[config.mk]
export PLATFORM = sky130hd
export DESIGN_NAME = iniciador_conjunto_reg
export DESIGN_NICKNAME = d
export VERILOG_FILES = /design/src/rtl/iniciador_conjunto_reg.sv
export SDC_FILE = /design/constraint.sdc
export NUM_CORES = 1
export LEC_CHECK = 0
export BUFFER_PORTS_ARGS = -buffer_cell sky130_fd_sc_hd__buf_2
export CORE_MARGIN = 1
export CORE_UTILIZATION = 50
export CTS_CLUSTER_SIZE = 40
export DETAILED_ROUTE_END_ITERATION = 12
export GPL_TIMING_DRIVEN = 0
export HOLD_SLACK_MARGIN = 0.03
export PLACE_DENSITY = 0.79
export SYNTH_ARGS = -nofsm -noshare
export SYNTH_HDL_FRONTEND = slang
export SYNTH_SLANG_ARGS = --single-unit
[constraint.sdc]
create_clock -name clk -period 10.4 [get_ports clk]
set_clock_uncertainty 0.15 [all_clocks]
set_input_delay 1.04 -clock clk [delete_from_list [all_inputs] [get_ports clk]]
set_output_delay 1.04 -clock clk [all_outputs]
set_load 0.01 [all_outputs]
[src/rtl/iniciador_conjunto_reg.sv]
`default_nettype none
// ============================================================================
// Module  : iniciador_conjunto_reg
// Brief   : Operand-fetch sequencer for a 2R1W register file, with
//           write-back forwarding into pending operands.
// Revision: 1.0
// ============================================================================
module iniciador_conjunto_reg (
  input  logic        clk,
  input  logic        rst,
  input  logic        instr_valida,
  input  logic [31:0] instr,
  output logic        instr_lista,
  output logic        op_valido,
  input  logic        op_listo,
  output logic [31:0] rs1_val,
  output logic [31:0] rs2_val,
  output logic [4:0]  rd,
  input  logic        wb_valido,
  input  logic [4:0]  wb_rd,
  input  logic [31:0] wb_dato,
  output logic        hab_w,
  output logic [4:0]  addr_w,
  output logic [31:0] data_w,
  output logic        hab_r1,
  output logic [4:0]  addr_r1,
  input  logic [31:0] data_r1,
  output logic        hab_r2,
  output logic [4:0]  addr_r2,
  input  logic [31:0] data_r2
);

  typedef enum logic [1:0] {
    INACTIVO = 2'd0,
    LECTURA  = 2'd1,
    CAPTURA  = 2'd2,
    ENTREGA  = 2'd3
  } estado_t;

  estado_t     state_q;
  logic        instr_lista_q, op_valido_q, hab_r1_q, hab_r2_q;
  logic        usa1_q, usa2_q, fwd1_v_q, fwd2_v_q;
  logic [4:0]  addr_r1_q, addr_r2_q, rd_q;
  logic [31:0] rs1_val_q, rs2_val_q, fwd1_dat_q, fwd2_dat_q;

  logic        w_usa1, w_usa2, w_sin_rd, w_hit1, w_hit2;
  logic [6:0]  w_opc;

  always_comb begin
    w_opc    = instr[6:0];
    w_usa1   = 1'b0;
    w_usa2   = 1'b0;
    w_sin_rd = 1'b0;
    case (w_opc)
      7'b0110011:             begin w_usa1 = 1'b1; w_usa2 = 1'b1; end
      7'b0100011, 7'b1100011: begin w_usa1 = 1'b1; w_usa2 = 1'b1; w_sin_rd = 1'b1; end
      7'b0010011, 7'b0000011, 7'b1100111: w_usa1 = 1'b1;
      default: ;
    endcase
  end

  // Unused sources are latched as x0, so a nonzero address match implies usage.
  assign w_hit1 = wb_valido && (wb_rd != 5'd0) && usa1_q && (wb_rd == addr_r1_q);
  assign w_hit2 = wb_valido && (wb_rd != 5'd0) && usa2_q && (wb_rd == addr_r2_q);

  always_ff @(posedge clk or posedge rst) begin
    if (rst) begin
      state_q       <= INACTIVO;
      instr_lista_q <= 1'b1;
      op_valido_q   <= 1'b0;
      hab_r1_q      <= 1'b0;
      hab_r2_q      <= 1'b0;
      usa1_q        <= 1'b0;
      usa2_q        <= 1'b0;
      fwd1_v_q      <= 1'b0;
      fwd2_v_q      <= 1'b0;
      addr_r1_q     <= 5'd0;
      addr_r2_q     <= 5'd0;
      rd_q          <= 5'd0;
      rs1_val_q     <= 32'd0;
      rs2_val_q     <= 32'd0;
      fwd1_dat_q    <= 32'd0;
      fwd2_dat_q    <= 32'd0;
    end else begin
      case (state_q)
        INACTIVO: begin
          if (instr_valida) begin
            state_q       <= LECTURA;
            instr_lista_q <= 1'b0;
            usa1_q        <= w_usa1;
            usa2_q        <= w_usa2;
            hab_r1_q      <= w_usa1;
            hab_r2_q      <= w_usa2;
            addr_r1_q     <= w_usa1 ? instr[19:15] : 5'd0;
            addr_r2_q     <= w_usa2 ? instr[24:20] : 5'd0;
            rd_q          <= w_sin_rd ? 5'd0 : instr[11:7];
            fwd1_v_q      <= 1'b0;
            fwd2_v_q      <= 1'b0;
          end
        end
        LECTURA: begin
          state_q  <= CAPTURA;
          hab_r1_q <= 1'b0;
          hab_r2_q <= 1'b0;
          if (w_hit1) begin fwd1_v_q <= 1'b1; fwd1_dat_q <= wb_dato; end
          if (w_hit2) begin fwd2_v_q <= 1'b1; fwd2_dat_q <= wb_dato; end
        end
        CAPTURA: begin
          // A write-back in this very cycle is newer than any recorded one.
          state_q     <= ENTREGA;
          op_valido_q <= 1'b1;
          rs1_val_q   <= !usa1_q ? 32'd0 : w_hit1 ? wb_dato : fwd1_v_q ? fwd1_dat_q : data_r1;
          rs2_val_q   <= !usa2_q ? 32'd0 : w_hit2 ? wb_dato : fwd2_v_q ? fwd2_dat_q : data_r2;
        end
        ENTREGA: begin
          if (w_hit1) rs1_val_q <= wb_dato;
          if (w_hit2) rs2_val_q <= wb_dato;
          if (op_listo) begin
            state_q       <= INACTIVO;
            op_valido_q   <= 1'b0;
            instr_lista_q <= 1'b1;
          end
        end
        default: state_q <= INACTIVO;
      endcase
    end
  end

  assign instr_lista = instr_lista_q;
  assign op_valido   = op_valido_q;
  assign hab_r1      = hab_r1_q;
  assign hab_r2      = hab_r2_q;
  assign addr_r1     = addr_r1_q;
  assign addr_r2     = addr_r2_q;
  assign rs1_val     = rs1_val_q;
  assign rs2_val     = rs2_val_q;
  assign rd          = rd_q;

  assign hab_w  = wb_valido & (wb_rd != 5'd0) & ~rst;
  assign addr_w = wb_rd;
  assign data_w = wb_dato;

endmodule
`default_nettype wire

==> results of run 1 <==
[worst max-delay path: stages]
cell    delay [ps]
buf_2          120
inv_6          430
buf_16         430
and3_2         260
buf_2          140
[synthesized netlist by cell type, types with 3 or more instances]
library cell,n,share of area [%]
inv_1,17,0.79
nor3_1,5,0.31
nand3_1,3,0.19
and2_1,3,0.23
o221a_2,20,2.8
xnor2_1,6,0.65
ha_1,5,0.78
nand2b_1,3,0.23
buf_2,10,0.62
nand2_1,32,1.5
a21oi_1,78,4.9
a211oi_1,3,0.28
nor2_1,52,2.4
o221ai_1,8,0.87
clkbuf_1,25,1.2
mux2_4,29,5.4
buf_1,3,0.14
a22o_1,16,1.7
o22ai_1,27,2.1
xor2_1,4,0.44
buf_6,8,1.1
mux2i_1,46,5.7
o221a_1,3,0.42
dfrtp_1,152,47
o21ai_0,37,2.3
mux2_2,55,7.7
buf_4,38,3.5
[placed cells by master (no fill, tap or decap), types with 20 or more instances in the layout]
| cell type | count |
|---|---|
| mux2_4 | 29 |
| a21oi_1 | 78 |
| buf_2 | 257 |
| buf_4 | 38 |
| nand2_1 | 32 |
| o22ai_1 | 27 |
| o21ai_0 | 37 |
| dfrtp_1 | 152 |
| nor2_1 | 52 |
| clkbuf_1 | 27 |
| mux2i_1 | 46 |
| o221a_2 | 20 |
| mux2_2 | 55 |
[where the power goes]
group | total [uW] | switching (uW) | leakage, uW | internal (uW)
Combinational | 890 | 505 | 0.00267 | 384
Sequential | 852 | 105 | 0.00201 | 748
Clock | 629 | 246 | 0.000294 | 383
Total | 2370 | 856 | 0.00497 | 1510
[registers in the layout, indices dropped and copies added (netlist names)]
signal,flops
fwd2_dat_q,32
addr_r2,5
hab_r1,1
state_q,2
fwd1_dat_q,32
fwd2_v_q,1
usa2_q,1
rs1_val,32
addr_r1,5
hab_r2,1
op_valido,1
rs2_val,32
instr_lista,1
usa1_q,1
rd,5
fwd1_v_q,1
[final timing paths]
kind	from	to	slack, ps	cells past startpoint
setup / recovery	rst	hab_w	6750	5
hold / removal	fwd2_dat_q[2]$_DFFE_PP0P_	fwd2_dat_q[2]$_DFFE_PP0P_	340	1
min in group asynchronous	rst	addr_r1[2]$_DFFE_PP0P_	560	2
setup reg to reg	state_q[0]$_DFFE_PP0P_	rs2_val[5]$_DFFE_PP0P_	7870	7
max in group asynchronous	rst	rs1_val[6]$_DFFE_PP0P_	8700	3
hold reg to reg	fwd2_dat_q[2]$_DFFE_PP0P_	fwd2_dat_q[2]$_DFFE_PP0P_	340	1
[final cells by class]
| type | count | area [sq um] | share of cell area [%] |
|---|---|---|---|
| Inverter | 17 | 68.8 | 0.676 |
| Sequential cell | 153 | 3830 | 37.6 |
| Multi-Input combinational cell | 466 | 3620 | 35.6 |
| Buffer | 84 | 531 | 5.21 |
| Timing Repair Buffer | 248 | 1260 | 12.4 |
| Antenna cell | 1 | 2.50 | 0.0246 |
| Tap cell | 211 | 264 | 2.60 |
| Clock inverter | 12 | 149 | 1.46 |
| Clock buffer | 20 | 447 | 4.39 |
[layer usage]
| metal | wire length, um | vias up |
|---|---|---|
| met5 | 13 | - |
| met4 | 700 | 2 |
| met3 | 1310 | 52 |
| met2 | 10800 | 270 |
| met1 | 10300 | 3335 |
| li1 | - | 3141 |
[logic make-up after synthesis]
kind of cell	Yosys count
AOI/OAI and AO/OA	205
DFF	153
muxes	132
and+or+nand+nor	114
buffers and inverters	101
xor gates and xnor gates	10
adders and majority gates	5
[stage by stage]
step	hold WS [ps]	std cells	worst slack [ps]
5_1_grt	363	1212	6560
3_5_place_dp	326	1179	6680
3_3_place_gp	323	1178	2700
4_1_cts	341	1211	6690
6_report	338	1212	6750
2_1_floorplan	308	720	4310
==> run summary, run 1 <==
The number of routed nets with antenna violations is 0. The maximum VDD drop came out at 0.120 mV. The highest fanout seen on the critical path is 91.

The instance count of the mapped netlist came out at 720. The root buffer cell chosen for the clock tree is clkbuf_16. The number of search-and-repair iterations in the first detailed-routing pass came out at 5. In this run, synthesis produced a sequential element count of 153. The number of enable-type register cells in the synthesized netlist is 0. The routed wirelength normalized by instance count came out at 19.0 um. The clock transition time at the flip-flop clock pins of the worst setup and hold paths is 60 ps. met2 is the most crowded layer.

Buffers placed on the I/O ports in this run total 247. The portion of the post-synthesis area used by sequential elements is 47.6%. TritonCTS built the clock tree. The met3 demand-to-capacity share in global routing is 5.74%. The clock tree buffer depth came out at 2.

The required time at the endpoint of the critical path came out at 9210 ps. The worst setup path category is input pin to primary output. Post-CTS timing repair inserted 0 buffers for setup.

The pin count of the biggest net entering global routing came out at 92. The final critical-path required period is 3650 ps. The number of nets in the final layout came out at 1130. The DRC marker count from the first detailed-route iteration came out at 417. The final worst-path cycle share came out at 35.1%. The starting density of the core came out at 52.1%.

Of the total synthesized cell area, the portion taken by AND, OR, NAND and NOR gates is 6.99%. The share of synthesized area spent on multiplexers is 19.1%. The final hold violation count is 0. The number of fill cells in the layout came out at 1286. The worst setup path is captured at a primary output. The placeable core area came out at 0.0154 sq mm. The detailed-route via count is 6800. Averaged over all synthesized cells, the footprint is 11.2 sq um. Post-CTS repair changed the size of 0 cells. The number of library cell types mapped by synthesis came out at 55. The wire length of the first global-routing pass is 35900 um. The number of placement rows is 45. The die span in x came out at 129 um. The average vias per placed instance is 5.61. The total congestion overflow is 0. After detailed placement, the total cell area comes to 0.00958 sq mm. The critical path arrival is 2460 ps. Measured along the y axis, the die boundary spans 129 um. The number of maximum-capacitance violations came out at 0.

The number of global-route vias before repair came to 6784. The final max-slew violation count is 0. The latest clock arrival within the worst-skew pair came out at 420 ps. In the routed design, unresolved DRC markers number 0.

For this design the top-level I/O count stands at 259. The number of clock buffers added by TritonCTS is 17. The post-detailed-routing wire length came out at 23100 um. The relative area change from synthesis to final layout is 26.5%. The final-layout setup total negative slack came out at 0 ps. The main flop type after synthesis is dfrtp_1. The floorplan step defined a die boundary enclosing 0.0166 sq mm. The end-of-flow core utilization is 65.9%. The design draws 2370 uW. The worst min-delay path category is flop to flop. The final instance area came out at 0.0102 sq mm. Yosys printed 0 warnings. The kind of start point of the critical path is an input pin. After synthesis, the largest family of logic cells by area is multiplexers. The run finished with clean final reports. Setup repair after global routing left no endpoint under its margin. The fraction of layout instances using a drive strength above 1 is 45.2%. The final number of setup-violating endpoints is 0. The number of nets handed over by synthesis was 863.

The cell leakage power came out at 0.00497 uW. The summed instance area of the synthesized netlist came out at 0.00804 sq mm. The weighted congestion reported at the end of routability-driven placement is 0.856.

The initial antenna violation count was 2. The compound-gate portion of the synthesized area came out at 17.0%. Hold repair after CTS inserted 0 buffers. The worst relative slew slack is 53.4%. The share of synthesized cell area in full adder, half adder and majority cells came out at 0.778%. The clock sink total is 153. The share of async-settable or async-resettable flops after synthesis came out at 100%. The number of H-tree levels came out at 4. The global-route met1 utilization came out at 38.2%. The HPWL reported at the end of detailed placement came out at 16700 um. The total routing usage reported by global routing is 28.8%. The met2 layer usage reported by global route came out at 45.3%. The slew at the pin closest to its max-slew limit came out at 690 ps.

The areal power density over the cells is 233 mW/mm^2. The post-synthesis share of cell area spent on xor and xnor gates is 1.09%. The highest clock rate is 274 MHz.
No activity file was read; power rests on OpenSTA's default activity.
==> run 2: changes to the inputs <==
==> constraint.sdc (replaced) <==
create_clock -name clk -period 3.8 [get_ports clk]
set_clock_uncertainty 0.15 [all_clocks]
set_input_delay 0.38 -clock clk [delete_from_list [all_inputs] [get_ports clk]]
set_output_delay 0.38 -clock clk [all_outputs]
set_load 0.01 [all_outputs]
==> run summary, run 2 (synthesis results as in run 1) <==
Outcome: finished clean (unchanged). The slew at the pin closest to its max-slew limit is 699 ps (was 690 ps). The TritonCTS clock tree is built (unchanged). The post-cts hold buffer count is 16 (was 0). The endpoint kind of the worst setup timing path is a primary output (unchanged). The top-level I/O count is 259 (unchanged). The post-detailed-routing wire length is 23500 um (was 23100 um).

The count of buffers inserted at the top-level ports is 247 (unchanged). The final critical-path required period is 2600 ps. The highest clock rate came out at 385 MHz. The placeable core area came out at 0.0154 sq mm (unchanged). The clock sink total is 153 (unchanged). The starting density of the core is 52.1% (unchanged).

The weighted congestion reported at the end of routability-driven placement is 0.812 (was 0.856). The worst relative slew slack is 53.4% (about the same). The total CTS buffers came to 17 (unchanged). The final instance area came out at 0.0104 sq mm (was 0.0102 sq mm). The critical path arrival is 2070 ps (was 2460 ps). The detailed-route via count is 6860 (was 6800). The die height is 129 um (unchanged). The final max-slew violation count was 0 (unchanged).

The total setup buffers inserted after CTS is 0 (unchanged). The clock tree buffer depth is 2 (unchanged). The placed instance count came to 1182 (was 1179). The worst min-delay path category is input pin to flop (was flop to flop). The clock transition time at the flip-flop clock pins of the worst setup and hold paths was 60 ps (about the same).

The multi-input combinational cell area is 0.00362 sq mm (unchanged). The number of H-tree levels was 4 (unchanged). Top library cells by usage in the layout, fill and taps aside: buf_2 (257), dfrtp_1 (152), a21oi_1 (78) (unchanged). The areal power density over the cells was 631 mW/mm^2 (was 233 mW/mm^2). The average vias per placed instance is 5.57 (was 5.61). The maximum VDD drop is 0.375 mV (was 0.120 mV).

The number of maximum-capacitance violations is 0 (unchanged). The die outline area came out at 0.0166 sq mm (unchanged). The number of global-route vias before repair came out at 6699 (was 6784).

The end-of-flow core utilization was 67.4% (was 65.9%). The latest clock arrival within the worst-skew pair is 430 ps (was 420 ps). The worst setup path category is input pin to primary output (unchanged). The most common library cell in the layout ignoring fill and taps is buf_2 (unchanged).

The kind of start point of the critical path was an input pin (unchanged). The least setup slack across all paths after layout came out at 1200 ps (was 6750 ps). The DRC marker count from the first detailed-route iteration was 342 (was 417).

The required time at the endpoint of the critical path came out at 3270 ps (was 9210 ps). The fraction of layout instances using a drive strength above 1 came out at 44.8% (was 45.2%). The die span in x came out at 129 um (unchanged). The post-route DRC violation count is 0 (unchanged). The cell leakage power is 0.00507 uW (was 0.00497 uW). The sequential cell area came out at 0.00383 sq mm (unchanged). The post-CTS resize count came out at 0 (unchanged). The CTS root buffer is clkbuf_16 (unchanged). The cell area after placement is 0.00963 sq mm (was 0.00958 sq mm).

The number of search-and-repair iterations in the first detailed-routing pass is 5 (unchanged). The routed wirelength normalized by instance count came out at 19.1 um (was 19.0 um). The final worst-path cycle share is 68.3%. The final cell count without fillers came out at 1231 (was 1212). The final-layout setup total negative slack came out at 0 ps (unchanged). The HPWL reported at the end of detailed placement came to 16800 um (was 16700 um). The wire length of the first global-routing pass is 36300 um (was 35900 um). The relative area change from synthesis to final layout was 29.4% (was 26.5%).

The total congestion overflow came out at 0 (unchanged). The pin count of the biggest net entering global routing came out at 43 (was 92). The total routing usage reported by global routing came out at 29.1% (was 28.8%). The initial antenna violation count came out at 1 (was 2). The final hold violation count came out at 0 (unchanged). The highest fanout seen on the critical path is 39 (was 91). The number of fill cells in the layout was 1258 (was 1286). The final number of setup-violating endpoints is 0 (unchanged).

The number of nets in the final layout came to 1149 (was 1130). The worst setup timing slack at the placement stage came to 1180 ps (was 6680 ps). The number of placement rows was 45 (unchanged). The number of routed nets with antenna violations came to 0 (unchanged). Setup repair after global routing missed its margin: false (unchanged).
## run 2: cell count changes in the layout (fill, tap and decap cells not counted)
cell and change:
clkbuf_8 +2, buf_12 +4, dlygate4sd3_1 +16, inv_6 -2
buf_16 -1, clkbuf_1 -2, clkinvlp_4 +2
## run 2: final cells by class
type | count | area share, %
flip-flops and latches | 153 | 36.8
multi-input cells | 466 | 34.8
repair buffers | 267 | 14.2
plain buffers | 84 | 5.10
clock buffers | 20 | 4.49
well taps | 211 | 2.54
clock inverters | 12 | 1.42
inverters | 17 | 0.649
diodes | 1 | 0.0241
## run 2: power breakdown
group          switching [uW]  internal (uW)
sequential                284           2050
clock                     689           1080
combinational            1400           1070
total                    2370           4190
## run 2: final timing paths
path                                            from  slack [ps]                    endpoint  depth (start not counted)
max                                              rst        1200                       hab_w                          6
min                                         op_listo          50       op_valido$_DFFE_PP0P_                          2
max reg2reg                   state_q[1]$_DFFE_PP0P_        1200      rs2_val[8]$_DFFE_PP0P_                          7
min reg2reg                fwd2_dat_q[6]$_DFFE_PP0P_         350   fwd2_dat_q[6]$_DFFE_PP0P_                          1
max in group asynchronous                        rst        2320     rs2_val[13]$_DFFE_PP0P_                          5
min in group asynchronous                        rst         350  fwd2_dat_q[24]$_DFFE_PP0P_                          3
## run 2: worst max-delay path, cell delays in order
cell	delay (ps)
dlygate4sd3_1	520
buf_2	120
clkinvlp_4	350
buf_12	340
and3_2	200
buf_2	150
## run 2: metrics by stage
stage          total power, uW  hold WS (ps)
2_1_floorplan             3850           308
3_3_place_gp              4670           322
3_5_place_dp              4760           253
4_1_cts                   6550          41.8
5_1_grt                   6920          43.4
6_report                  6570          53.3
## run 2: per-layer routing
layer	track usage (%)	up-vias	wire length, um
met5	0	-	0
met4	11.9	0	629
met3	5.99	45	1480
met2	47.2	288	11100
met1	38.2	3357	10300
li1	-	3170	-
